## config.mk

```make
export PLATFORM = sky130hd
export DESIGN_NAME = regfile_dumper
export DESIGN_NICKNAME = d
export VERILOG_FILES = /design/src/rtl/regfile_dumper.sv
export SDC_FILE = /design/constraint.sdc
export NUM_CORES = 1
export LEC_CHECK = 0
export BUFFER_PORTS_ARGS = -buffer_cell sky130_fd_sc_hd__clkbuf_2
export CORE_MARGIN = 2
export CORE_UTILIZATION = 46
export CTS_CLUSTER_SIZE = 20
export DETAILED_ROUTE_END_ITERATION = 8
export GPL_TIMING_DRIVEN = 0
export HOLD_SLACK_MARGIN = 0.12
export PLACE_DENSITY = 0.78
export SLEW_MARGIN = 15
export SYNTH_ARGS = -nofsm -noshare
export SYNTH_HDL_FRONTEND = slang
export SYNTH_SLANG_ARGS = --single-unit
```

## constraint.sdc

```tcl
create_clock -name clk -period 2.6 [get_ports clk]
set_clock_uncertainty 0.15 [all_clocks]
set_input_delay 0.39 -clock clk [delete_from_list [all_inputs] [get_ports clk]]
set_output_delay 0.39 -clock clk [all_outputs]
set_load 0.05 [all_outputs]
```

## src/rtl/regfile_dumper.sv

```systemverilog
`default_nettype none
// regfile_dumper: walks regfile entries FIRST_REG..LAST_REG through one read port, streaming each word on valid/ready.
// Define REGFILE_DUMP_CHECKSUM_EN to append an XOR checksum word after the last register.
module regfile_dumper #(
    parameter int unsigned FIRST_REG = 0,
    parameter int unsigned LAST_REG  = 31
) (
    input  logic        clk,
    input  logic        resetn,
    input  logic        start,
    output logic        busy,
    output logic        done,
    output logic [4:0]  rd_addr,
    input  logic [31:0] rd_data,
    output logic        out_valid,
    input  logic        out_ready,
    output logic [31:0] out_data,
    output logic [4:0]  out_idx,
    output logic        out_last,
    output logic        out_csum
);

    typedef enum logic [2:0] {
        S_IDLE  = 3'd0,
        S_FETCH = 3'd1,
        S_SEND  = 3'd2,
        S_CSUM  = 3'd3,
        S_DONE  = 3'd4
    } state_t;

    localparam logic [4:0] FIRST_IDX = 5'(FIRST_REG);
    localparam logic [4:0] LAST_IDX  = 5'(LAST_REG);
`ifdef REGFILE_DUMP_CHECKSUM_EN
    localparam logic CSUM_EN = 1'b1;
`else
    localparam logic CSUM_EN = 1'b0;
`endif

    state_t      state_q, state_d;
    logic [4:0]  idx_q, idx_d;
    logic [31:0] data_q, data_d;
    logic [4:0]  oidx_q, oidx_d;
    logic        last_q, last_d;
    logic        is_last_reg;

`ifdef REGFILE_DUMP_CHECKSUM_EN
    logic [31:0] acc_q, acc_d;
    logic        csum_q, csum_d;
    // CSUM spends one cycle loading the accumulator before presenting it
    logic        csum_vld_q, csum_vld_d;
`endif

    assign is_last_reg = (idx_q == LAST_IDX);

    always_ff @(posedge clk) begin
        if (!resetn) begin
            state_q    <= S_IDLE;
            idx_q      <= 5'd0;
            data_q     <= 32'd0;
            oidx_q     <= 5'd0;
            last_q     <= 1'b0;
`ifdef REGFILE_DUMP_CHECKSUM_EN
            acc_q      <= 32'd0;
            csum_q     <= 1'b0;
            csum_vld_q <= 1'b0;
`endif
        end else begin
            state_q    <= state_d;
            idx_q      <= idx_d;
            data_q     <= data_d;
            oidx_q     <= oidx_d;
            last_q     <= last_d;
`ifdef REGFILE_DUMP_CHECKSUM_EN
            acc_q      <= acc_d;
            csum_q     <= csum_d;
            csum_vld_q <= csum_vld_d;
`endif
        end
    end

    always_comb begin
        state_d = state_q;
        idx_d   = idx_q;
        data_d  = data_q;
        oidx_d  = oidx_q;
        last_d  = last_q;
`ifdef REGFILE_DUMP_CHECKSUM_EN
        acc_d      = acc_q;
        csum_d     = csum_q;
        csum_vld_d = csum_vld_q;
`endif
        case (state_q)
            S_IDLE: begin
                idx_d = FIRST_IDX;
                if (start) begin
                    state_d = S_FETCH;
`ifdef REGFILE_DUMP_CHECKSUM_EN
                    acc_d   = 32'd0;
`endif
                end
            end
            S_FETCH: begin
                // Snapshot: a regfile write landing on this same edge is not seen
                data_d  = rd_data;
                oidx_d  = idx_q;
                last_d  = is_last_reg && !CSUM_EN;
`ifdef REGFILE_DUMP_CHECKSUM_EN
                csum_d  = 1'b0;
`endif
                state_d = S_SEND;
            end
            S_SEND: begin
                if (out_ready) begin
`ifdef REGFILE_DUMP_CHECKSUM_EN
                    acc_d = acc_q ^ data_q;
`endif
                    if (is_last_reg) begin
                        state_d = CSUM_EN ? S_CSUM : S_DONE;
                    end else begin
                        idx_d   = idx_q + 5'd1;
                        state_d = S_FETCH;
                    end
                end
            end
`ifdef REGFILE_DUMP_CHECKSUM_EN
            S_CSUM: begin
                if (!csum_vld_q) begin
                    data_d     = acc_q;
                    oidx_d     = 5'd0;
                    last_d     = 1'b1;
                    csum_d     = 1'b1;
                    csum_vld_d = 1'b1;
                end else if (out_ready) begin
                    csum_vld_d = 1'b0;
                    state_d    = S_DONE;
                end
            end
`endif
            S_DONE: begin
                state_d = S_IDLE;
            end
            default: begin
                state_d = S_IDLE;
            end
        endcase
    end

    assign rd_addr  = idx_q;
    assign busy     = (state_q != S_IDLE);
    assign done     = (state_q == S_DONE);
    assign out_data = data_q;
    assign out_idx  = oidx_q;
    assign out_last = last_q;
`ifdef REGFILE_DUMP_CHECKSUM_EN
    assign out_valid = (state_q == S_SEND) || ((state_q == S_CSUM) && csum_vld_q);
    assign out_csum  = csum_q;
`else
    assign out_valid = (state_q == S_SEND);
    assign out_csum  = 1'b0;
`endif

endmodule
`default_nettype wire
```

* After elaboration in Yosys (flattened, before gate mapping)
Index checks and enable logic that the tools add are counted.
Word-level totals: bits in registers 46, bits of input ports 36, output and inout bits 47, word-level logic and storage cells 25
Cells by class: add/sub/neg operators 1, equality and inequality tests 7, muxes and demuxes 7, reductions and logical operators 5
Operators with widths (count):
- $mux 5 | 2
- $pmux 5 s2 | 1
- $mux 3 | 3
- $pmux 3 s3 | 1
- $add 5x1->5 const B | 1
- $eq 5x5->1 const B | 1
- $ne 2x2->1 const B | 2
- $eq 3x1->1 const B | 1
- $eq 3x2->1 const B | 1
- $eq 3x3->1 const B | 1
- $logic_not 3->1 | 1
- $reduce_and 3->1 | 1
- $reduce_bool 3->1 | 1
- $ne 2x1->1 const B | 1
- $reduce_and 2->1 | 1
- $reduce_bool 2->1 | 1

* Depth between registers and ports, before layout
depth after elaboration 4, depth in mapped cells 7, gate-level depth less buffers 7

* Least setup slack after synthesis
No wires, ideal clock.
path kind register -> register, start point reg idx_q[0] (netlist: rd_addr[0]), end point reg idx_q[0] (netlist: rd_addr[0]), library setup time 66 ps, arrival time 1952 ps, required time 2384 ps, path slack 432 ps, cell stages (with the launch flop) 8, buffers on the path 0, clock period less this slack 2168 ps, path through dfxtp_1 ha_1 and3_1 ha_1 nor4b_2 mux2_2 a22oi_1 nor2b_1
On the way: elaborated cells on any way between the ends 7, those cells by class add/sub: 1; eq/ne: 2; mux: 3; reduce/logical: 1
RTL lines:
- start: declaration | line 40 | logic [4:0] idx_q, idx_d;
- start signal: assignment | line 69 | idx_q <= idx_d;
- $eq 5x5->1 | line 53 | assign is_last_reg = (idx_q == LAST_IDX);
- net is_last_reg | line 44 | logic is_last_reg;
- $ne 2x2->1 (no source line)
- $reduce_and 3->1 (no source line)
The timed path passes the listed nets, and every way through them passes these cells. The select of a mux whose other input is x is not followed. A chain may end at the register's enable or synchronous reset.

* Worst setup path in the final report
Same ends and word-level chain as after synthesis.

==> metrics.yaml <==
outcome: "finished clean"
sequential_share_of_the_synthesized_area_pct: 49.4
total_leakage_power_uw: 0.00108
netlist_top_cells_area: "dfxtp_1 49%, nand2_1 16%, a21boi_1 8.0%"
htreeDepth: 2
layout_common_cells: "80 x nand2_1, 80 x clkbuf_2, 46 x dfxtp_1"
layout-area-overhead-vs-synth_pct: 29.0
synth_edf_count: 0
routed_via_density: 4.74
detailroute.via_count: 1684
first_global_vias: 1307
async_flop_share_pct: 0
fp.dieW_um: 67.7
place_ws_ns: 0.510
drc_errors: 0
antenna_found_initial: 0
synthDistinctLibCells: 32
cts_setup_buffers: 0
postRouteAntennaNets: 0
synth.avg_cell_area_sq_um: 8.56
fp.coreArea_sq_um: 3940
post_synth_inst_count: 218
io-pin-count: 83
worst_setup_hold_path_clk_slew_ns: 0.08
source_to_sink_clock_delay_at_the_later_pin_of_the_worst_skew_pair_ns: 0.29
initial_utilization_pct: 47.3
initial_drc_count: 58
grt_setup_unrepaired: "no"
grt_remaining_overflow: 0
routabilityCongestion: 0.745
clock_tree.root_cell: "clkbuf_8"
final_nets: 343
timing.final.crit_period_ns: 2.11
cts_resized: 0
cts.sink_count: 46
row_count: 23
die_y_um: 67.7
n_antenna_cell: 0
setup_ws_ns: 0.486
die-area_sq_um: 4580
synth.top_cell.area_share_pct: 49.4
final_min_period_over_clock_period_pct: 81.3
worst_setup_path_start_kind: "flip-flop"
arrival_worst_endpoint_ns: 2.20
min-delay-path-class: "input pin to flip-flop"
power-per-cell-area_nw_per_um2: 590
yosys.area.top_type: "dfxtp_1"
worst_setup_path_class: "flip-flop to flip-flop"
worst_setup_path_startpoint: "rd_addr[0]"
reg2reg_from: "rd_addr[0]"
ys.flop_type: "dfxtp_1"
num-fill-cells: 377
grt_max_degree: 14
global_route_usage_over_all_layers_pct: 16.6
slew_violations: 0
required_ns: 2.68
worstPathMaxFanout: 6
report.final.setup_viol: 0
worstSetupEndpointType: "flip-flop"
cts_tree: "yes"
drv.max_cap_violation_count: 0
ys_warn_count: 0
cts.path.max_buffers: 2
setup_tns_ns: 0
ys_ff_latch: 46
number_of_hold_repair_buffers_added_at_the_cts_stage: 0
postRouteWirelength_um: 4010
post-dp-hpwl_um: 2970
hold_viol: 0
worst_supply_voltage_drop_on_vdd_uv: 320
cts-buffers-inserted: 5
mappedNetlistArea_sq_um: 1870
portBuffers: 80
fmax_mhz: 473
synth.net_count: 256
grt_pass1_wl_um: 5770
route.detailed.wl_per_inst_um: 11.3
worst_hold_start: "rd_data[0]"
post_route_cells_drive_above_1_share_pct: 32.8
drt-pass1-iter-count: 4
-- final cells by class --
| class | count | area (sq um) | share of cell area (%) |
|---|---|---|---|
| sequential | 46 | 921 | 38.3 |
| multi-input combinational | 155 | 851 | 35.3 |
| timing repair buffer | 80 | 400 | 16.6 |
| buffer | 15 | 86.3 | 3.59 |
| clock buffer | 5 | 68.8 | 2.86 |
| tap | 50 | 62.6 | 2.60 |
| clock inverter | 2 | 10.0 | 0.416 |
| inverter | 2 | 7.51 | 0.312 |
-- layer usage --
metal	routed length [um]	global-route usage [%]	vias to the layer above
met5	0	0	-
met4	40	6.89	0
met3	244	4.17	5
met2	1840	27.3	50
met1	1880	20.6	743
li1	-	-	886
-- Yosys cell counts, types with 2 or more instances --
cell type   n
a21boi_1   20
a22oi_1     2
inv_1       2
o21ai_0     2
nand3_1     3
nand2_1    80
buf_4       7
ha_1        2
clkbuf_1    5
a21boi_0   18
buf_2       3
nand3b_1    2
nor2b_1     4
nor2_1      3
nor3b_1     2
dfxtp_1    46
a21oi_1     2
-- where the power goes --
part | total (uW) | switching, uW | internal [uW]
Combinational | 269 | 188 | 81.2
Clock | 403 | 222 | 181
Sequential | 748 | 15.1 | 733
Total | 1420 | 425 | 994
-- kinds of logic (layout without fill, tap and decap cells) --
group,Yosys count,in the layout,synth area share (%)
AOI/OAI and AO/OA,49,49,19.4
adders and majority gates,2,2,1.34
buffers and inverters,17,104,5.03
DFF,46,46,49.4
muxes,2,2,1.14
other,1,1,0.201
and+or+nand+nor,101,101,23.5
-- critical path: stages (launching register included) --
cell,delay [ns]
dfxtp_1,0.37
ha_1,0.24
and3_1,0.19
ha_1,0.23
nor4b_2,0.47
mux2_2,0.24
a22oi_1,0.06
nor2b_1,0.11
-- worst paths after layout --
kind | endpoint | slack [ns] | depth (start not counted)
hold reg to reg | out_data[10] | 0.30 | 2
setup / recovery | rd_addr[0] | 0.49 | 7
hold / removal | out_data[0] | 0.16 | 3
setup reg to reg | rd_addr[0] | 0.49 | 7
-- registers in the layout, indices dropped and copies added (netlist names) --
signal	count
rd_addr	5
out_last	1
out_data	32
state_q	3
out_idx	5
-- metrics by stage --
stage / hold slack (ns) / total power [uW] / area [sq um] / cells / util [%]
after floorplan: 0.366 / 958 / 1870 / 218 / -
after global placement: 0.290 / 1030 / 2330 / 348 / 59.1
after detailed placement: 0.296 / 1040 / 2330 / 348 / 59.1
after CTS: 0.154 / 1440 / 2410 / 355 / 61.1
after global routing: 0.157 / 1480 / 2410 / 355 / 61.1
final: 0.160 / 1420 / 2410 / 355 / 61.1
Power figures use the tool's default switching activity.
